**src/rtl/clock_counter.sv**
```systemverilog
// 12-hour BCD wall clock (hh:mm:ss + AM/PM) with field write port; CLOCK_COUNTER_DAY_TICK_EN adds o_day.
// 1-cycle registered latency on every qualified i_ena edge; no backpressure, i_ena=0 freezes all state.
module clock_counter (
  input  logic       i_clk,
  input  logic       i_reset,
  input  logic       i_ena,
  input  logic [1:0] i_sel,
  input  logic       i_wr,
  input  logic [7:0] i_in,
  output logic       o_pm,
  output logic [7:0] o_hh,
  output logic [7:0] o_mm,
  output logic [7:0] o_ss
`ifdef CLOCK_COUNTER_DAY_TICK_EN
  ,
  output logic       o_day
`endif
);

  logic [7:0] ss_d, ss_q;
  logic [7:0] mm_d, mm_q;
  logic [7:0] hh_d, hh_q;
  logic       pm_d, pm_q;
  logic       ss_carry, mm_carry;
`ifdef CLOCK_COUNTER_DAY_TICK_EN
  logic       day_d, day_q;
`endif

  function automatic logic [7:0] bcd_inc(input logic [7:0] v);
    return (v[3:0] == 4'd9) ? {v[7:4] + 4'd1, 4'd0} : {v[7:4], v[3:0] + 4'd1};
  endfunction

  function automatic logic valid_60(input logic [7:0] v);
    return (v[7:4] <= 4'd5) && (v[3:0] <= 4'd9);
  endfunction

  function automatic logic valid_hh(input logic [7:0] v);
    return ((v[7:4] == 4'd0) && (v[3:0] != 4'd0) && (v[3:0] <= 4'd9)) ||
           ((v[7:4] == 4'd1) && (v[3:0] <= 4'd2));
  endfunction

  assign ss_carry = (ss_q == 8'h59);
  assign mm_carry = ss_carry && (mm_q == 8'h59);

  always_comb begin
    ss_d = ss_q;
    mm_d = mm_q;
    hh_d = hh_q;
    pm_d = pm_q;
`ifdef CLOCK_COUNTER_DAY_TICK_EN
    day_d = 1'b0;
`endif
    if (i_ena) begin
      if (i_wr) begin
        case (i_sel)
          2'b00: if (valid_60(i_in)) ss_d = i_in;
          2'b01: if (valid_60(i_in)) mm_d = i_in;
          2'b10: if (valid_hh(i_in)) hh_d = i_in;
          2'b11: pm_d = i_in[0];
        endcase
      end else begin
        ss_d = ss_carry ? 8'h00 : bcd_inc(ss_q);
        if (ss_carry) mm_d = (mm_q == 8'h59) ? 8'h00 : bcd_inc(mm_q);
        if (mm_carry) begin
          hh_d = (hh_q == 8'h12) ? 8'h01 : bcd_inc(hh_q);
          // AM/PM flips only when the hour rolls 11 -> 12
          if (hh_q == 8'h11) begin
            pm_d = ~pm_q;
`ifdef CLOCK_COUNTER_DAY_TICK_EN
            day_d = pm_q;
`endif
          end
        end
      end
    end
  end

  always_ff @(posedge i_clk or posedge i_reset) begin
    if (i_reset) begin
      ss_q <= 8'h00;
      mm_q <= 8'h00;
      hh_q <= 8'h12;
      pm_q <= 1'b0;
`ifdef CLOCK_COUNTER_DAY_TICK_EN
      day_q <= 1'b0;
`endif
    end else begin
      ss_q <= ss_d;
      mm_q <= mm_d;
      hh_q <= hh_d;
      pm_q <= pm_d;
`ifdef CLOCK_COUNTER_DAY_TICK_EN
      day_q <= day_d;
`endif
    end
  end

  assign o_ss = ss_q;
  assign o_mm = mm_q;
  assign o_hh = hh_q;
  assign o_pm = pm_q;
`ifdef CLOCK_COUNTER_DAY_TICK_EN
  assign o_day = day_q;
`endif

endmodule

```
**config.mk**
```make
export PLATFORM = sky130hd
export DESIGN_NAME = clock_counter
export DESIGN_NICKNAME = d
export VERILOG_FILES = /design/src/rtl/clock_counter.sv
export SDC_FILE = /design/constraint.sdc
export NUM_CORES = 1
export LEC_CHECK = 0
export CORE_ASPECT_RATIO = 1.25
export CORE_MARGIN = 2
export CORE_UTILIZATION = 50
export CTS_CLUSTER_SIZE = 14
export DETAILED_ROUTE_END_ITERATION = 10
export HOLD_SLACK_MARGIN = 0.08
export PLACE_DENSITY = 0.78
export SYNTH_ARGS = -nofsm -noshare
export SYNTH_HDL_FRONTEND = slang
export SYNTH_SLANG_ARGS = --single-unit
```
**constraint.sdc**
```tcl
create_clock -name i_clk -period 2.55 [get_ports i_clk]
set_clock_uncertainty 0.1 [all_clocks]
set_input_delay 0.255 -clock i_clk [delete_from_list [all_inputs] [get_ports i_clk]]
set_output_delay 0.255 -clock i_clk [all_outputs]
set_load 0.005 [all_outputs]
```
==> results.ini <==
[logic_synthesis]
synthCells = 197
ys_seq_elements = 25
yosys.area.top_type_share = 0.328
synth_top_area_cell = dfrtp_1
synth_top_family_by_area = simple AND/OR/NAND/NOR gates
ys_types = 50
syn-num-nets = 221
ys.flop_type = dfrtp_1
synth_compound_area_frac = 0.219
synth.mux.area_fraction = 0.0726
async_flop_share = 1.00
synthTopCellsByArea = dfrtp_1 33%, o21ai_0 7.4%, ha_1 7.1%
synthAdderAreaFrac = 0.0712
yosysWarnings = 0
synth_xor_area_frac = 0.0150
synth_edf_count = 0
synth_area_um2 = 1760
ys_seq_area_frac = 0.358
avgSynthCellArea_um2 = 8.92
synth-simple-area-share = 0.230

[die]
io_pins = 39
die-height_um = 70.3
die-area_um2 = 4010
rows = 24
coreArea_um2 = 3420
start_util = 0.513
die_w_um = 57.0

[route]
drc = 0
via_per_inst = 5.89
firstDrtPassIters = 4
ant_nets = 0
wl_um = 4290
detail_route.wl_per_cell_um = 15.4
dr_total_vias = 1644
first_iter_violations = 63

[clock_network]
cts_tree = yes
cts-buffers-inserted = 3
cts_setup_buffers = 0
cts_sinks = 25
cts_max_path_buffers = 2
hold_buffers = 0
root_buffer = clkbuf_8
htreeDepth = 1
clkSlewWorstSetupHoldPaths_ns = 0.09
clock_latency_ns = 0.27
cts_resized = 0

[placed_design]
port-buffer-count = 38
dp_hpwl_um = 3220
gp_congestion = 0.872
dp_cells = 275

[layout]
antennaDiodeCount = 0
mostFrequentLayoutCell = clkdlybuf4s50_1
fillers = 300
final_cell_mix = 38 x clkdlybuf4s50_1, 26 x o21ai_0, 23 x dfrtp_1, 20 x nand2_1
drive_gt1_frac = 0.100
fin_cells = 279
synthToLayoutAreaGrowth_pct = 28.7
layout.nets = 265

[sta]
rsz0062_at_grt = no
fin_crit_sh = 0.889
clock.fmax_ghz = 0.441
fin_setup_tns_ns = 0
setup_viol = 0
slew_viol_final = 0
min_period_ns = 2.27
relSlewSlack = 0.724
final-hold-violation-count = 0
hold_ws_ns = 0.226
worst_pin_slew_ns = 0.412

[grt]
grt_pass1_vias = 1529
grt_max_degree = 26
grt_remaining_overflow = 0
grt_pass1_wl_um = 6940
grt_usage = 0.219
antenna_found_initial = 0

[run_status]
status = completed

[worst_setup_path]
max_stage_delay_ns = 0.52
cp_top_family = simple AND/OR/NAND/NOR gates
cp_max_fo = 4
crit_chain = clkdlybuf4s50_1 -> or4b_1 -> o41a_1 -> nor3_4 -> mux2_1
arrival_ns = 2.33
path_class = primary input to flip-flop
cp-start-kind = primary input
crit_required_ns = 2.61
cp-end-kind = flip-flop
critical_path.slowest_cell = or4b_1
path_buf_inv = 1

[power_and_ir_drop]
finalPower_mw = 1.56
irDropWorstVdd_uv = 499
p_per_area_nw_per_um2 = 688
pwr-share-seq = 0.439
switching_power_uw = 544
power.leakage_nw = 0.942
p_int_mw = 1.01
p_comb_frac = 0.403
sw_frac_of_total = 0.350
power_frac_clock = 0.158

[hold_path]
hold_path.class = primary input to asynchronous set/reset pin

[flow_run]
maxCapViolCount = 0

[worst register-to-register path, stage by stage (launching register included)]
cell and delay (ns):
dfrtp_1 0.42, inv_1 0.08, ha_1 0.13, and3b_1 0.18, a2bb2oi_1 0.20, nand2_1 0.21, nor3_4 0.33, mux2_1 0.35
[layout make-up]
class                           instances  area [um^2]  share of cell area
Inverter                               10         37.5              0.0166
Clock buffer                            4         45.0              0.0199
Timing Repair Buffer                   45          433               0.191
Sequential cell                        25          628               0.278
Multi-Input combinational cell        156         1070               0.473
Tap cell                               39         48.8              0.0216
[cell usage after synthesis (all sizes together), types with 4 or more instances]
cell type  instances
clkbuf             4
o31ai              6
dfrtp             23
mux2              11
inv               10
nand2             20
o21ai             28
ha                10
nor2              10
nor2b              5
a21oi              5
nor3               6
nand3              8
[kinds of logic (layout without fill, tap and decap cells)]
family,count (synthesis),in the layout
AOI/OAI and AO/OA,59,59
xor gates and xnor gates,3,3
adders and majority gates,10,10
buffers and inverters,16,59
DFF,25,25
muxes,11,11
and+or+nand+nor,73,73
[final timing paths]
| kind | from | end | slack, ns | cells after the start |
|---|---|---|---|---|
| setup reg to reg | o_ss[5] | o_hh[7] | 0.43 | 7 |
| setup / recovery | i_in[5] | o_hh[7] | 0.28 | 5 |
| min in group i_clk | o_mm[7] | o_mm[7] | 0.40 | 1 |
| max in group asynchronous | i_reset | o_hh[4] | 1.82 | 3 |
| hold / removal | i_reset | o_ss[2] | 0.23 | 3 |
| hold reg to reg | o_mm[7] | o_mm[7] | 0.40 | 1 |
[metal layers]
metal,routed length (um),vias up,part of all wire,global-route usage
met3,193,9,0.045,0.0222
met4,90,0,0.021,0.0930
met1,1870,778,0.44,0.277
met5,0,-,0,0
li1,-,813,-,-
met2,2140,44,0.50,0.373
[sequential cells by signal, indices dropped and copies added, names as in the netlist]
| register | cells |
|---|---|
| o_pm | 1 |
| o_mm | 8 |
| o_ss | 8 |
| o_hh | 8 |
[per-stage QoR]
stage	worst slack (ns)	instance area (um^2)	utilization
after floorplan	0.404	1760	-
after global placement	0.0136	2220	0.647
after detailed placement	0.000822	2220	0.647
after CTS	0.285	2260	0.660
after global routing	0.205	2260	0.660
final	0.284	2260	0.660
[power by group through the flow]
stage / clock network [mW] / registers (mW) / logic (mW)
after detailed placement: 0 / 0.688 / 0.630
after global routing: 0.258 / 0.711 / 0.696
final: 0.245 / 0.683 / 0.628
after global placement: 0 / 0.689 / 0.619
after CTS: 0.251 / 0.682 / 0.633
after floorplan: 0 / 0.641 / 0.341
No activity file was read; power rests on OpenSTA's default activity.
